===== src/rtl/s444_state_bank.sv =====
// State register bank around the s444 next-state core, with a serial scan load/unload path.
// Optional sticky capture-parity checking is enabled by defining S444_STATE_PARITY_EN.
module s444_state_bank #(
    parameter int                   STATE_W   = 21,
    parameter logic [STATE_W-1:0]   RESET_VAL = '0,
    parameter int                   CNT_W     = 5
) (
    input  logic                i_clock,
    input  logic                i_reset,
    input  logic [STATE_W-1:0]  i_ns_in,
    output logic [STATE_W-1:0]  o_ps_out,
    input  logic                i_func_en,
    input  logic                i_scan_start,
    input  logic                i_scan_si,
    output logic                o_scan_so,
    output logic                o_scan_busy,
    output logic                o_scan_done
`ifdef S444_STATE_PARITY_EN
    ,
    input  logic                i_ns_par_in,
    output logic                o_par_err
`endif
);

    typedef enum logic [1:0] {
        ST_IDLE  = 2'd0,
        ST_SHIFT = 2'd1,
        ST_DONE  = 2'd2
    } state_t;

    state_t             r_state;
    logic [STATE_W-1:0] r_ps;
    logic [CNT_W-1:0]   r_cnt;
    logic               r_busy;
    logic               r_done;

    logic w_idle;
    logic w_capture;
    assign w_idle    = (r_state == ST_IDLE);
    assign w_capture = w_idle && !i_scan_start && i_func_en;

`ifdef S444_STATE_PARITY_EN
    logic r_par_err;
    logic w_par_bad;
    assign w_par_bad = (^i_ns_in) ^ i_ns_par_in;
    assign o_par_err = r_par_err;
`endif

    always_ff @(posedge i_clock) begin
        if (i_reset) begin
            r_state <= ST_IDLE;
            r_ps    <= RESET_VAL;
            r_cnt   <= '0;
            r_busy  <= 1'b0;
            r_done  <= 1'b0;
`ifdef S444_STATE_PARITY_EN
            r_par_err <= 1'b0;
`endif
        end else begin
            case (r_state)
                ST_IDLE: begin
                    if (i_scan_start) begin
                        r_state <= ST_SHIFT;
                        r_cnt   <= '0;
                        r_busy  <= 1'b1;
`ifdef S444_STATE_PARITY_EN
                        r_par_err <= 1'b0;
`endif
                    end else if (i_func_en) begin
                        r_ps <= i_ns_in;
`ifdef S444_STATE_PARITY_EN
                        if (w_capture && w_par_bad) begin
                            r_par_err <= 1'b1;
                        end
`endif
                    end
                end
                ST_SHIFT: begin
                    // Shift toward bit 0 so the oldest bit leaves on scan_so first.
                    r_ps  <= {i_scan_si, r_ps[STATE_W-1:1]};
                    r_cnt <= r_cnt + CNT_W'(1);
                    if (r_cnt == CNT_W'(STATE_W - 1)) begin
                        r_state <= ST_DONE;
                        r_done  <= 1'b1;
                    end
                end
                ST_DONE: begin
                    r_state <= ST_IDLE;
                    r_busy  <= 1'b0;
                    r_done  <= 1'b0;
                end
                default: begin
                    r_state <= ST_IDLE;
                    r_busy  <= 1'b0;
                    r_done  <= 1'b0;
                end
            endcase
        end
    end

    assign o_ps_out    = r_ps;
    assign o_scan_so   = r_ps[0];
    assign o_scan_busy = r_busy;
    assign o_scan_done = r_done;

endmodule


===== config.mk =====
export PLATFORM = sky130hd
export DESIGN_NAME = s444_state_bank
export DESIGN_NICKNAME = d
export VERILOG_FILES = /design/src/rtl/s444_state_bank.sv
export SDC_FILE = /design/constraint.sdc
export NUM_CORES = 1
export LEC_CHECK = 0
export CAP_MARGIN = 20
export CELL_PAD_IN_SITES_DETAIL_PLACEMENT = 1
export CELL_PAD_IN_SITES_GLOBAL_PLACEMENT = 2
export CORE_UTILIZATION = 40
export CTS_BUF_LIST = sky130_fd_sc_hd__clkbuf_4 sky130_fd_sc_hd__clkbuf_8 sky130_fd_sc_hd__clkbuf_16
export CTS_CLUSTER_SIZE = 40
export DETAILED_ROUTE_END_ITERATION = 10
export DONT_BUFFER_PORTS = 1
export PLACE_DENSITY = 0.93
export SETUP_SLACK_MARGIN = 0.1
export SYNTH_ARGS = -nofsm -noshare
export SYNTH_HDL_FRONTEND = slang
export SYNTH_SLANG_ARGS = --single-unit

===== constraint.sdc =====
create_clock -name i_clock -period 4 [get_ports i_clock]
set_clock_uncertainty 0.05 [all_clocks]
set_input_delay 0.4 -clock i_clock [delete_from_list [all_inputs] [get_ports i_clock]]
set_output_delay 0.4 -clock i_clock [all_outputs]
set_load 0.005 [all_outputs]

## After elaboration in Yosys (flattened, before gate mapping)

Cells that the tools add are included.

| word-level totals | value |
|---|---|
| flip-flop bits (word level) | 30 |
| input port bits | 26 |
| output and inout port bits | 24 |
| word-level logic and storage cells | 33 |

| operators by class | value |
|---|---|
| $add $sub $neg | 1 |
| eq/ne operators | 6 |
| mux-type cells | 12 |
| bitwise operators | 2 |
| reduce and logical (&&, ||, !) cells | 7 |

Operators with widths:

| kind | count |
|---|---|
| $mux W21 | 2 |
| $pmux W21 S2 | 1 |
| $pmux W5 S2 | 1 |
| $ne A2 B2 Y1 const B | 4 |
| $reduce_and A2 Y1 | 4 |
| $add A5 B1 Y5 const B | 1 |
| $eq A5 B5 Y1 const B | 1 |
| $mux W5 | 1 |
| $mux W2 | 2 |
| $pmux W1 S2 | 2 |
| $pmux W2 S2 | 1 |
| $reduce_and A3 Y1 | 1 |
| $eq A2 B1 Y1 const B | 1 |
| $logic_not A2 Y1 | 1 |
| $mux W1 | 2 |
| $not A1 Y1 | 2 |
| $reduce_bool A2 Y1 | 1 |

## Depth between registers and ports, before layout

Gate-level depths: netlist of the first run.

| logic depth | value |
|---|---|
| depth in word-level cells | 3 |
| depth in mapped cells | 6 |
| depth with buffers taken out | 5 |

## Worst setup path after synthesis of the first run

No wires, ideal clock.

| timing | value |
|---|---|
| path type | input -> register |
| start point | input port i_reset |
| end point | register r_ps[0], in the netlist o_ps_out[0] |
| arrival | 1155 ps |
| required time | 3804 ps |
| setup slack | 2649 ps |
| cell stages on the path | 3 |
| path buffers | 2 |
| cell sequence | clkbuf_1 clkbuf_1 a211oi_2 |

RTL lines:

| item | RTL line | source |
|---|---|---|
| start: declaration | 9 | `input logic i_reset,` |
| end signal: assignment | 70 | `r_ps <= i_ns_in;` |
| end signal: assignment | 80 | `r_ps <= {i_scan_si, r_ps[STATE_W-1:1]};` |
| end: declaration | 32 | `logic [STATE_W-1:0] r_ps;` |

No word-level cell between the ends.

## Worst setup path in the final report of the first run

| timing | value |
|---|---|
| start point | register r_state[0] |
| end point | register r_ps[13], in the netlist o_ps_out[13] |

| between the ends | value |
|---|---|
| word-level cells in the longest chain between the ends | 3 |
| elaborated cells between the ends (all ways) | 7 |
| those cells by class | eq/ne: 3; mux: 1; reduce/logical: 3 |

RTL lines:

| item | RTL line | source |
|---|---|---|
| start: declaration | 31 | `state_t r_state;` |
| start signal: assignment | 51 | `r_state <= ST_IDLE;` |
| start signal: assignment | 63 | `r_state <= ST_SHIFT;` |
| start signal: assignment | 83 | `r_state <= ST_DONE;` |
| $eq A2 B1 Y1 or $logic_not A2 Y1 (tied branches) | 60 | `case (r_state)` |
| $reduce_bool A2 Y1 (no line) or $ne A2 B2 Y1 (tied branches) | n/a |  |
| $reduce_and A3 Y1 (no line) | n/a |  |

Parallel ways exist; a longest one is shown, timed or not.
A chain may end at the register's enable or synchronous reset.

==> results.toml, run 1 <==
[sta]
holdWs_ps = 123
rsz0062_at_grt = "no"
timing.fmax_mhz = 556
fin_crit_sh_pct = 45.0
worstMarginPinSlew_ps = 475
min_period_ps = 1800
maxSlewHeadroom_pct = 68.3
fin_tns_setup_ps = 0
hold_violations = 0
setup_viol = 0
slew_viol_final = 0
setup_slack_ps = 2200

[global_route]
grt_pass1_wl_mm = 5.62
gr-total-overflow = 0
track_usage_pct = 18.4
grt_pass1_vias = 1215
grt_max_degree = 46
antenna_found_initial = 0

[critical_path]
cp-end-kind = "flip-flop"
worstSetupPathType = "reg2reg"
max_stage_delay_ps = 490
rr_startpoint = "r_state[0]"
path_delay_family = "simple AND/OR/NAND/NOR gates"
worst_ep_required_time_ps = 4100
path_max_fanout = 31
start_kind = "flip-flop"
slowest_stage = "nor2b_4"
crit_chain = "nor2b_4, buf_12, mux2i_1, a211oi_2"
path_buf_inv = 1
r2r_cells = 4
r2r_end = "o_ps_out[13]"
regToRegSetupSlack_ps = 2200
arrival_ps = 1900

[routing]
drtIter0Drc = 41
first_pass_iters = 4
wl_met2_mm = 1.70
wl_met1_mm = 1.44
ant_nets = 0
met3_length_um = 247
maxUsedRoutingLayer = "met4"
vias = 1116
detail_route.vias_per_cell = 5.78
route.detailed.drc = 0
wl_per_cell_um = 17.9
routed_wl_mm = 3.45

[worst_hold_path]
worstHoldPathCells = 1
hold_class = "in2reg"
hp-start = "i_reset"
min_to = "o_ps_out[17]"

[synth]
synthCells = 148
synth_compound_area_share_pct = 22.0
synth_fp_nets = 176
synthSimpleGateAreaFrac_pct = 15.0
yosysSeqAreaShare_pct = 39.4
ys_seq_elements = 30
synthAdderAreaFrac_pct = 1.64
avgSynthCellArea_um2 = 10.3
yosys.area_share.xor_xnor_pct = 0
synth.area.mux_share_pct = 13.8
yosysUniqueCellTypes = 26
netlist_area_um2 = 1530
yosys_warnings = 0
synth_top_family_by_area = "compound AO/OA/AOI/OAI gates"

[cells_and_area]
final_cell_mix = "dfxtp_1, nor3_1, mux2i_1, a211oi_2, clkbuf_8"
mostFrequentLayoutCell = "dfxtp_1"
final_layout_size_suffix_gt1_share_pct = 22.8
fin_cells = 193
fin_area_um2 = 1630
syn_to_final_growth_pct = 6.73
insertedDiodeCount = 0
nets = 172

[power]
clkPwrFrac_pct = 38.9
combPwrFrac_pct = 13.9
power.internal_uw = 543
pwr-share-seq_pct = 47.2
power_density_nw_per_um2 = 451
ir_drop_mv = 0.136
swShare_pct = 26.1
leakagePower_uw = 0.000556
p_switching_uw = 192

[place]
dpl.cell_count = 184
place_hpwl_mm = 2.28
pre_cts_slack_ps = 1830
portBuffers = 0
place_area_um2 = 1500
place.gp.congestion = 0.660

[die]
coreArea_um2 = 3660
die_w_um = 63.8
die_area_um2 = 4060
num_rows = 22
die_h_um = 63.8
pin_count = 50
initial_core_util_pct = 41.7

[clock_tree]
htreeDepth = 2
cts_resized = 0
cts_tree = "done"
clk_path_buf_depth = 2
cts_sinks = 30
cts.reportedPaths.clkPinSlew_ps = 60
cts-buffers-inserted = 5
post_cts_buffers = 0
clkLatencyLatePin_ps = 280
postCtsHoldBufs = 0
root_buffer = "clkbuf_8"

[run_status]
outcome = "completed"

[job]
max_cap_viol_count = 0
worst max-delay path by stage:
stage	depth (start not counted)	from	slack, ps	to
2_1_floorplan	3	i_reset	2650	o_ps_out[0]
4_1_cts	3	r_state[0]	1790	o_ps_out[13]
3_3_place_gp	3	r_state[0]	1970	o_ps_out[14]
5_1_grt	4	r_state[0]	2090	o_ps_out[13]
6_report	4	r_state[0]	2200	o_ps_out[13]
3_5_place_dp	3	r_state[0]	1830	o_ps_out[13]
state kept, by name (all words and copies together), names as in the netlist:
signal       cells
r_state          2
o_ps_out        21
r_cnt            5
o_scan_busy      1
o_scan_done      1
cells in the mapped netlist:
master     n  area [µm²]
a211oi_1   4        30.0
buf_12     2        40.0
o32a_1     1        10.0
buf_6      1        11.3
o31ai_1    2        15.0
a21oi_1    5        25.0
dfxtp_1   30         601
nor4_1     3        18.8
nor3_1    23         115
nor2b_4    1        13.8
ha_1       2        25.0
inv_1      5        18.8
a31o_2     1        8.76
a22oi_1    1        7.51
a211oi_2  17         213
nor2_1     5        18.8
o21a_1     1        7.51
or4_1      2        15.0
nand2_1    6        22.5
nor3b_2    1        12.5
buf_2      5        25.0
nand2b_1   2        12.5
buf_4      2        15.0
clkbuf_1   4        15.0
mux2i_1   21         210
o21bai_4   1        18.8
stage by stage:
step	utilization, %	power (µW)
CTS	43.9	744
global placement	40.9	445
finish	44.5	735
floorplan	-	446
global route	44.5	773
detailed placement	40.9	454
per-layer routing:
| metal | global-route usage [%] | vias to the layer above |
|---|---|---|
| met1 | 19.7 | 537 |
| li1 | - | 540 |
| met3 | 7.32 | 7 |
| met2 | 30.9 | 32 |
| met4 | 9.66 | 0 |
| met5 | 0 | - |
power groups by stage:
| stage | clock network, µW | registers [µW] | logic, µW |
|---|---|---|---|
| global route | 310 | 350 | 112 |
| CTS | 296 | 347 | 101 |
| finish | 286 | 347 | 102 |
| global placement | 0 | 352 | 93.4 |
| detailed placement | 0 | 354 | 101 |
| floorplan | 0 | 347 | 98.8 |
cell type report:
type	instances	area, µm²
Fill cell	408	2030
Multi-Input combinational cell	99	803
Sequential cell	30	601
Clock buffer	8	110
Tap cell	48	60.1
Timing Repair Buffer	3	35.0
Inverter	5	18.8
worst reg2reg max path: cells and delay by family, from the launching register on:
family                 cells  cell delay (ps)
and+or+nand+nor            1              490
DFF                        1              450
muxes                      1              290
buffers and inverters      1              270
AOI/OAI and AO/OA          1              110
cell families after synthesis:
kind of cell | Yosys count
AO/OA/AOI/OAI | 33
adder cells (fa/ha/maj) | 2
buffers and inverters | 19
flip-flops | 30
multiplexers | 21
AND/OR/NAND/NOR | 43
Power figures use the tool's default switching activity.
==> inputs of run 2 (changes only) <==
--- a/config.mk
+++ b/config.mk
@@ -8,12 +8,12 @@
 export CAP_MARGIN = 20
 export CELL_PAD_IN_SITES_DETAIL_PLACEMENT = 1
 export CELL_PAD_IN_SITES_GLOBAL_PLACEMENT = 2
-export CORE_UTILIZATION = 40
+export CORE_UTILIZATION = 37
 export CTS_BUF_LIST = sky130_fd_sc_hd__clkbuf_4 sky130_fd_sc_hd__clkbuf_8 sky130_fd_sc_hd__clkbuf_16
 export CTS_CLUSTER_SIZE = 40
 export DETAILED_ROUTE_END_ITERATION = 10
 export DONT_BUFFER_PORTS = 1
-export PLACE_DENSITY = 0.93
+export PLACE_DENSITY = 0.88
 export SETUP_SLACK_MARGIN = 0.1
 export SYNTH_ARGS = -nofsm -noshare
 export SYNTH_HDL_FRONTEND = slang
==> constraint.sdc (replaced) <==
create_clock -name i_clock -period 1.7 [get_ports i_clock]
set_clock_uncertainty 0.05 [all_clocks]
set_input_delay 0.17 -clock i_clock [delete_from_list [all_inputs] [get_ports i_clock]]
set_output_delay 0.17 -clock i_clock [all_outputs]
set_load 0.005 [all_outputs]
==> run 2 against run 1 <==
Effect of this change:
- count of clock-buffer cells in the layout did not move
- critical path depth down 1
- global-route usage shrank 1.3 points
- clock power increased by 140%
- final cell count up 1.6%
- setup slack got worse by 2000 ps
- sequential cell count unchanged
- die area is 7.9% higher
- total power is 140% higher
- hold slack worse by 110 ps
- sequential share of layout area shrank 1.4 points
- wire length grew 0.87%
- critical path type unchanged
- critical endpoint is now r_cnt[3]
- largest power group unchanged
==> results.toml, run 2 (same netlist as run 1, synthesis figures left out) <==
[cells_and_area]
mostFrequentLayoutCell = "dfxtp_1"
insertedDiodeCount = 0
final_cell_mix = "dfxtp_1, nor3_1, mux2i_1, a211oi_2, clkbuf_8"
final_layout_size_suffix_gt1_share_pct = 23.6
nets = 175
largest_register_ffs = 21
syn_to_final_growth_pct = 10.8

[routing]
route.detailed.drc = 0
routed_wl_mm = 3.48
first_pass_iters = 2
vias = 1102
ant_nets = 0
wl_per_cell_um = 17.7
drtIter0Drc = 66
detail_route.vias_per_cell = 5.62

[sta]
setup_viol = 0
slew_viol_final = 0
rsz0062_at_grt = "no"
timing.fmax_mhz = 684
fin_tns_setup_ps = 0
setup_slack_ps = 239
hold_violations = 0
fin_crit_sh_pct = 85.9
maxSlewHeadroom_pct = 72.2
min_period_ps = 1460
worstMarginPinSlew_ps = 414

[power]
power_density_nw_per_um2 = 1050
ir_drop_mv = 0.601
leakagePower_uw = 0.000584

[job]
max_cap_viol_count = 0

[global_route]
antenna_found_initial = 0
grt_max_degree = 29
track_usage_pct = 17.1
grt_pass1_wl_mm = 5.54
gr-total-overflow = 0
grt_pass1_vias = 1194

[place]
place.gp.congestion = 0.653
pre_cts_slack_ps = 246
place_hpwl_mm = 2.40
portBuffers = 0

[critical_path]
worst_ep_required_time_ps = 1860
start_kind = "flip-flop"
worstSetupPathType = "reg2reg"
arrival_ps = 1620
cp-end-kind = "flip-flop"
path_max_fanout = 9
r2r_cells = 3

[die]
die_area_um2 = 4380
coreArea_um2 = 3800
num_rows = 22
initial_core_util_pct = 40.2
pin_count = 50
die_h_um = 66.2
die_w_um = 66.2

[clock_tree]
cts_sinks = 30
cts_tree = "done"
cts.reportedPaths.clkPinSlew_ps = 60
htreeDepth = 2
clk_path_buf_depth = 2
post_cts_buffers = 0
root_buffer = "clkbuf_8"
clkLatencyLatePin_ps = 290
cts-buffers-inserted = 5

[worst_hold_path]
worstHoldPathCells = 2
hold_class = "in2reg"

[run_status]
outcome = "completed"
[run 2: layer usage]
metal | track usage, % | wire, µm | vias to the layer above
met4 | 3.99 | 32 | 0
li1 | - | - | 540
met2 | 31.0 | 1760 | 28
met1 | 18.1 | 1460 | 531
met5 | 0 | 0 | -
met3 | 7.07 | 225 | 3
[run 2: path summary, 6_finish.rpt]
kind	startpoint	end	slack, ps
min	i_scan_start	r_state[0]	20
min reg2reg	r_cnt[4]	r_cnt[4]	440
max	r_state[1]	r_cnt[3]	240
max reg2reg	r_state[1]	r_cnt[3]	240
[run 2: stage by stage]
stage | util [%] | hold WS, ps | power (µW) | cell area, µm² | cells
after floorplan | - | 282 | 1050 | 1530 | 148
after global placement | 40.8 | 189 | 1070 | 1550 | 186
after detailed placement | 40.8 | 191 | 1090 | 1550 | 186
after CTS | 44.5 | 8.25 | 1790 | 1690 | 196
after global routing | 44.5 | 15.8 | 1860 | 1690 | 196
final | 44.5 | 15.8 | 1770 | 1690 | 196
[run 2: report_power, final]
group	internal, µW	total, µW	switching, µW	leakage, µW
Sequential	759	818	58.9	0.000248
Clock	408	686	277	0.0000575
Combinational	128	271	143	0.000278
Total	1300	1770	479	0.000584
[run 2: final cells by class]
type                            count  area (µm²)
Multi-Input combinational cell     99         803
Timing Repair Buffer                6        97.6
Fill cell                         425        2110
Inverter                            5        18.8
Sequential cell                    30         601
Clock buffer                        8         110
Tap cell                           48        60.1
[run 2: timing repair]
item,in CTS,in global routing
endpoints found under the hold margin,28,0
hold buffers,2,0
resized for setup,0,0
[run 2: critical path: stages, from the launching register on]
cell and delay, ps:
dfxtp_1 430, o21bai_4 260, or4_1 470, a21oi_1 170
